### config.mk
export PLATFORM = sky130hd
export DESIGN_NAME = serial_adder
export DESIGN_NICKNAME = d
export VERILOG_FILES = /design/src/rtl/serial_adder_pkg.sv /design/src/rtl/serial_adder_fulladder.sv /design/src/rtl/serial_adder.sv
export SDC_FILE = /design/constraint.sdc
export NUM_CORES = 1
export LEC_CHECK = 0
export ABC_AREA = 1
export BUFFER_PORTS_ARGS = -buffer_cell sky130_fd_sc_hd__clkbuf_2
export CAP_MARGIN = 40
export CORE_MARGIN = 2
export CORE_UTILIZATION = 43
export CTS_BUF_LIST = sky130_fd_sc_hd__clkbuf_16
export CTS_CLUSTER_DIAMETER = 50
export DETAILED_ROUTE_END_ITERATION = 8
export HOLD_SLACK_MARGIN = 0.08
export MAX_ROUTING_LAYER = met4
export PLACE_DENSITY_LB_ADDON = 0.08
export SLEW_MARGIN = 20
export SYNTH_ARGS = -nofsm -noshare
export SYNTH_HDL_FRONTEND = slang
export SYNTH_HIERARCHICAL = 1
export SYNTH_SLANG_ARGS = --single-unit
### constraint.sdc
create_clock -name clk -period 1.7 [get_ports clk]
set_clock_uncertainty 0.15 [all_clocks]
set_input_delay 0.255 -clock clk [delete_from_list [all_inputs] [get_ports clk]]
set_output_delay 0.255 -clock clk [all_outputs]
set_load 0.03 [all_outputs]
### src/rtl/serial_adder_pkg.sv
// Shared definitions for the bit-serial adder: FSM state encoding, default
// operand width and the counter-width helper.
package serial_adder_pkg;

  localparam int SA_DEFAULT_WIDTH = 8;

  typedef enum logic [1:0] {
    SA_IDLE  = 2'd0,
    SA_SHIFT = 2'd1,
    SA_DONE  = 2'd2
  } sa_state_t;

  // The bit counter must index WIDTH steps; never let it collapse to 0 bits.
  function automatic int sa_cnt_width(input int width);
    return (width < 2) ? 1 : $clog2(width);
  endfunction

endpackage

### src/rtl/serial_adder_fulladder.sv
// Single-bit full adder cell from the arithmetic library.
module FULLADDER (
  input  logic A,
  input  logic B,
  input  logic C,
  output logic sum,
  output logic carry
);

  assign sum   = A ^ B ^ C;
  assign carry = (A & B) | (A & C) | (B & C);

endmodule

### src/rtl/serial_adder.sv
// Bit-serial adder: one full-adder cell, LSB-first operand shift registers and
// a carry flip-flop sequenced by an IDLE/SHIFT/DONE controller.
module serial_adder
  import serial_adder_pkg::*;
#(
  parameter int WIDTH = SA_DEFAULT_WIDTH
) (
  input  logic             clk,
  input  logic             reset,
  input  logic             start,
  input  logic [WIDTH-1:0] A,
  input  logic [WIDTH-1:0] B,
  input  logic             C,
  output logic             busy,
  output logic             done,
  output logic [WIDTH-1:0] sum,
  output logic             carry
);

  localparam int            CW   = sa_cnt_width(WIDTH);
  localparam logic [CW-1:0] LAST = CW'(WIDTH - 1);

  sa_state_t        r_state;
  sa_state_t        w_next;
  logic [WIDTH-1:0] r_a_sr;
  logic [WIDTH-1:0] r_b_sr;
  logic [WIDTH-2:0] r_s_sr;
  logic             r_c_q;
  logic [CW-1:0]    r_cnt;
  logic             w_s;
  logic             w_co;
  logic [WIDTH-1:0] w_s_full;
  logic             w_load;
  logic             w_step;
  logic             w_last;

  FULLADDER u_fa (
    .A    (r_a_sr[0]),
    .B    (r_b_sr[0]),
    .C    (r_c_q),
    .sum  (w_s),
    .carry(w_co)
  );

  assign w_load = (r_state == SA_IDLE) && start;
  assign w_step = (r_state == SA_SHIFT);
  assign w_last = w_step && (r_cnt == LAST);

  // The lowest sum bit is shifted out unread, so only the upper WIDTH-1 bits
  // are stored; w_s_full is the complete sum register after this step.
  assign w_s_full = {w_s, r_s_sr};

  always_ff @(posedge clk or posedge reset) begin
    if (reset) begin
      r_state <= SA_IDLE;
    end else begin
      r_state <= w_next;
    end
  end

  always_comb begin
    w_next = r_state;
    busy   = 1'b0;
    done   = 1'b0;
    case (r_state)
      SA_IDLE: begin
        if (start) w_next = SA_SHIFT;
      end
      SA_SHIFT: begin
        busy = 1'b1;
        if (r_cnt == LAST) w_next = SA_DONE;
      end
      SA_DONE: begin
        done   = 1'b1;
        w_next = SA_IDLE;
      end
      default: w_next = SA_IDLE;
    endcase
  end

  always_ff @(posedge clk or posedge reset) begin
    if (reset) begin
      r_a_sr <= '0;
      r_b_sr <= '0;
      r_s_sr <= '0;
      r_c_q  <= 1'b0;
      r_cnt  <= '0;
    end else if (w_load) begin
      r_a_sr <= A;
      r_b_sr <= B;
      r_c_q  <= C;
      r_cnt  <= '0;
    end else if (w_step) begin
      r_a_sr <= {1'b0, r_a_sr[WIDTH-1:1]};
      r_b_sr <= {1'b0, r_b_sr[WIDTH-1:1]};
      r_s_sr <= w_s_full[WIDTH-1:1];
      r_c_q  <= w_co;
      r_cnt  <= r_cnt + CW'(1);
    end
  end

  // Result holds until the final bit step of the next add.
  always_ff @(posedge clk or posedge reset) begin
    if (reset) begin
      sum   <= '0;
      carry <= 1'b0;
    end else if (w_last) begin
      sum   <= w_s_full;
      carry <= w_co;
    end
  end

endmodule
# Word-level counts from Yosys, hierarchy flattened
# Cells that the tools add are included.
# word_totals
input_bits	20
ff_bits	38
elab_cells	41
# op_classes
eq_ne	5
n_reduce_logical	6
n_addsub	1
bitwise	8
mux	13
# op_table
op	count
$mux W8	4
$mux W3	2
$mux W1	4
$mux W2	2
$pmux W2 S2	1
$reduce_and A2 Y1	2
$add A3 B1 Y3 const B	1
$and A1 B1 Y1	3
$eq A3 B3 Y1 const B	1
$eq A2 B1 Y1 const B	1
$eq A2 B2 Y1 const B	1
$logic_and A1 B1 Y1	2
$logic_not A2 Y1	1
$ne A2 B1 Y1 const B	1
$ne A2 B2 Y1 const B	1
$or A1 B1 Y1	2
$reduce_bool A2 Y1	1
$xor A1 B1 Y1	2
$not A1 Y1	1

# Depth between registers and ports, before layout
# logic_depth
ltp_word	5
ltp_mapped	6

# Modules after synthesis
# The synthesis kept the hierarchy.
# by_module_without_submodules
mod	instances	cells_each	area_each_um2	seq_area_each_um2
serial_adder	1	185	1632.8	950.9
FULLADDER	1	1	20.0	0.0

# Worst setup path after synthesis
# No wires, ideal clock.
# synth_path
path_kind	register to register
startpoint	register r_cnt[0]
endpoint	register sum[7]
arrival_time_ns	1.017
t_required_ns	1.432
period_less_slack_ns	1.285
slack_ns	0.415
n_path_buf	0
path_stages_with_launch	7
path_cell_list	dfrtp_1 -> ha_1 -> ha_1 -> inv_1 -> nor2_4 -> nand2_1 -> nand2_1
# synth_between
elab_chain_cells	2
# synth_rtl
item	line	source
start: declaration	serial_adder.sv:29	logic [CW-1:0] r_cnt;
start signal: assignment	serial_adder.sv:98	r_cnt <= r_cnt + CW'(1);
$eq A3 B3 Y1	serial_adder.sv:47	assign w_last = w_step && (r_cnt == LAST);
$logic_and A1 B1 Y1	serial_adder.sv:47	
end signal: assignment	serial_adder.sv:108	sum <= w_s_full;
end: declaration	serial_adder.sv:16	output logic [WIDTH-1:0] sum,
# No other way between the ends.
# A chain may end at the register's enable or synchronous reset.

# Worst setup path in the final report
# layout_path
startpoint	register r_state[0]
endpoint	output busy
# layout_between
elab_chain_cells	2
# layout_rtl
item	line	source
start: declaration	serial_adder.sv:23	sa_state_t r_state;
start signal: assignment	serial_adder.sv:57	r_state <= w_next;
$eq A2 B1 Y1	serial_adder.sv:65	case (r_state)
$mux W1	serial_adder.sv:65	
end: declaration	serial_adder.sv:14	output logic busy,
# No other way between the ends.

==> flow_summary.ini <==
[power_and_ir_drop]
switching_share_pct = 38.15
design_power_total_mw = 3.665
pwr-share-seq_pct = 40.6
p_per_area_nw_per_um2 = 1783
vdd_drop_max_mv = 0.8284
clock_power_share_pct = 23.3
switchingPower_mw = 1.398
p_leak_nw = 1.098
combPwrFrac_pct = 36.1
p_int_mw = 2.267

[yosys]
synth_seq_cells = 38
syn_nets = 209
synth_xor_xnor_area_share_pct = 0
syn_inst = 186
yosys.area_share.adder_pct = 2.725
ys_warn_count = 6
synth_top_family_by_area = simple AND/OR/NAND/NOR gates
synthesis.area_um2 = 1653
synth-simple-area-share_pct = 33.46
ys_types = 15
synth.area.mux_share_pct = 0
yosysSeqAreaShare_pct = 57.53
syn_area_per_cell_um2 = 8.886
synth_compound_area_share_pct = 1.211

[clock_network]
htree_num_levels = 2
clk_latency_ps = 270
cts_buffer_depth = 2
clk_pin_slew_ps = 50
cts_tree = done
cts_buffers = 5
cts_root_buf = clkbuf_16
cts.sinks = 38

[cells_and_area]
fill_cells = 361
fin_cells = 275
final_cell_mix = 70 x nand2_1, 50 x nand3_1, 38 x dfrtp_1
ff_latch_area_um2 = 950.9
synthToLayoutAreaGrowth_pct = 24.38
final_common_cell = nand2_1
nets = 250
drive_gt1_share_pct = 20.70
stdcell_area_um2 = 2056
multi_input_area_um2 = 618.1
diodes = 0
postLayoutCoreUtil_pct = 55.73

[placed_design]
dp_slack_ps = 248.4
portBuffers = 30
gp_congestion = 0.7809
dpl.hpwl_mm = 2.162
dpl.cell_count = 260
placed_area_um2 = 1843

[routing]
avgRoutedWirePerCell_um = 11.72
ant_nets = 0
via_per_inst = 4.909
wl_mm = 3.222
num_vias = 1350
drcViolationCount = 0
drt_iter0_drc = 71
drt_pre_antenna_iters = 5

[min_path]
holdPathEnd = r_a_sr[3]$_DFFE_PP0P_
hp-start = A[3]
hp-class = in -> reg
hold_depth = 3

[grt]
grt_usage_pct = 18.26
grt_pass1_vias = 1277
grt_max_degree = 39
antenna_found_initial = 0
grt_remaining_overflow = 0
grt_pass1_wl_mm = 5.809

[setup_path]
critical_path_arrival_ps = 1110
worstSetupPathType = reg -> out
worstPathCellList = inv_1 > nor2_4 > clkbuf_2
worstSetupEndpointType = output pin
required_ps = 1290
cp_top_family = flip-flops
rr_worst_depth = 6
regToRegSetupSlack_ps = 290
start_kind = flop
r2r-start = r_state[0]$_DFFE_PP0P_
worst-path-stages = 3
crit_start = r_state[0]$_DFFE_PP0P_
path_buf_inv = 2
cp_max_fo = 6
critPathMaxStageDelay_ps = 410
r2r_end = r_a_sr[2]$_DFFE_PP0P_
slowest_stage = dfrtp_1

[die]
std_cell_rows = 22
die_y_um = 66
die_width_um = 66
start_util_pct = 44.81
die_area_um2 = 4356
ios = 31
coreArea_um2 = 3689

[status]
status = finished clean

[sta]
fin_setup_tns_ps = 0
layout_setup_ws_ps = 181.3
whs_ps = 83.55
drv_slew = 0
post-route-period-util_pct = 89.33
worst_slew_pin_slew_ps = 469.4
relSlewSlack_pct = 68.71
hold_violations = 0
setup_viol = 0
post-route-min-period_ps = 1519
fmax_mhz = 658.5
rsz0062_at_grt = no

[flow_run]
drv_cap = 0
## logic make-up after synthesis
family          count (synthesis)
fa+ha+maj                       3
flops                          38
simple gates                  126
buf+inv                        15
compound gates                  4
## state kept, by name, summed over array words and instances (netlist names)
name     flops
carry        1
r_a_sr       8
r_b_sr       8
r_c_q        1
r_cnt        3
r_s_sr       7
r_state      2
sum          8
## power by group through the flow
stage	registers [mW]	clock network [mW]	logic [mW]
after floorplan	1.64	0	0.850
after global placement	1.49	0	1.27
after detailed placement	1.50	0	1.30
after CTS	1.49	0.874	1.34
after global routing	1.54	0.918	1.52
final	1.49	0.853	1.32
## synth_stat cells
master,instances,area [µm²]
o21ai_0,4,20.02
buf_1,1,3.750
dfrtp_1,38,950.9
buf_6,1,11.26
nor2_4,2,22.52
fa_1,1,20.02
buf_2,3,15.01
inv_1,5,18.77
nand2_1,70,262.8
nand3_1,50,250.2
nor2_1,3,11.26
ha_1,2,25.02
buf_4,4,30.03
nand2_2,1,6.260
clkbuf_2,1,5.000
## how the worst max path moves through the flow
stage | endpoint
after floorplan | sum[7]$_DFFE_PP0P_
after global placement | busy
after detailed placement | r_a_sr[1]$_DFFE_PP0P_
after CTS | busy
after global routing | busy
final | busy
## layout make-up
class | instances | area share [%]
clock buffer | 5 | 6.086
clock inverter | 2 | 0.4869
multi-input combinational | 133 | 30.07
timing repair buffer | 44 | 13.27
sequential | 38 | 46.26
tap | 48 | 2.921
inverter | 5 | 0.9130
## worst min-delay path, cell delays in order
cell	delay, ps
clkbuf_2	80
nand3_1	60
nand3_1	80
## per-layer routing
metal,vias to the layer above,share of wire (%),wire length (µm),global-route usage (%)
met2,38,45,1445,27.78
met1,627,48,1544,23.17
met4,0,1.3,42,6.122
met5,-,0,0,-
met3,4,5.9,189,5.963
li1,681,-,-,-
## timing repair
action | 4_1_cts | 5_1_grt
endpoints found under the hold margin | 44 | 0
setup buffers | 1 | 0
endpoints found under the setup margin | 1 | 0
hold buffers | 7 | 0
gates resized for setup | 0 | 0
(Power assumes the default switching activity.)
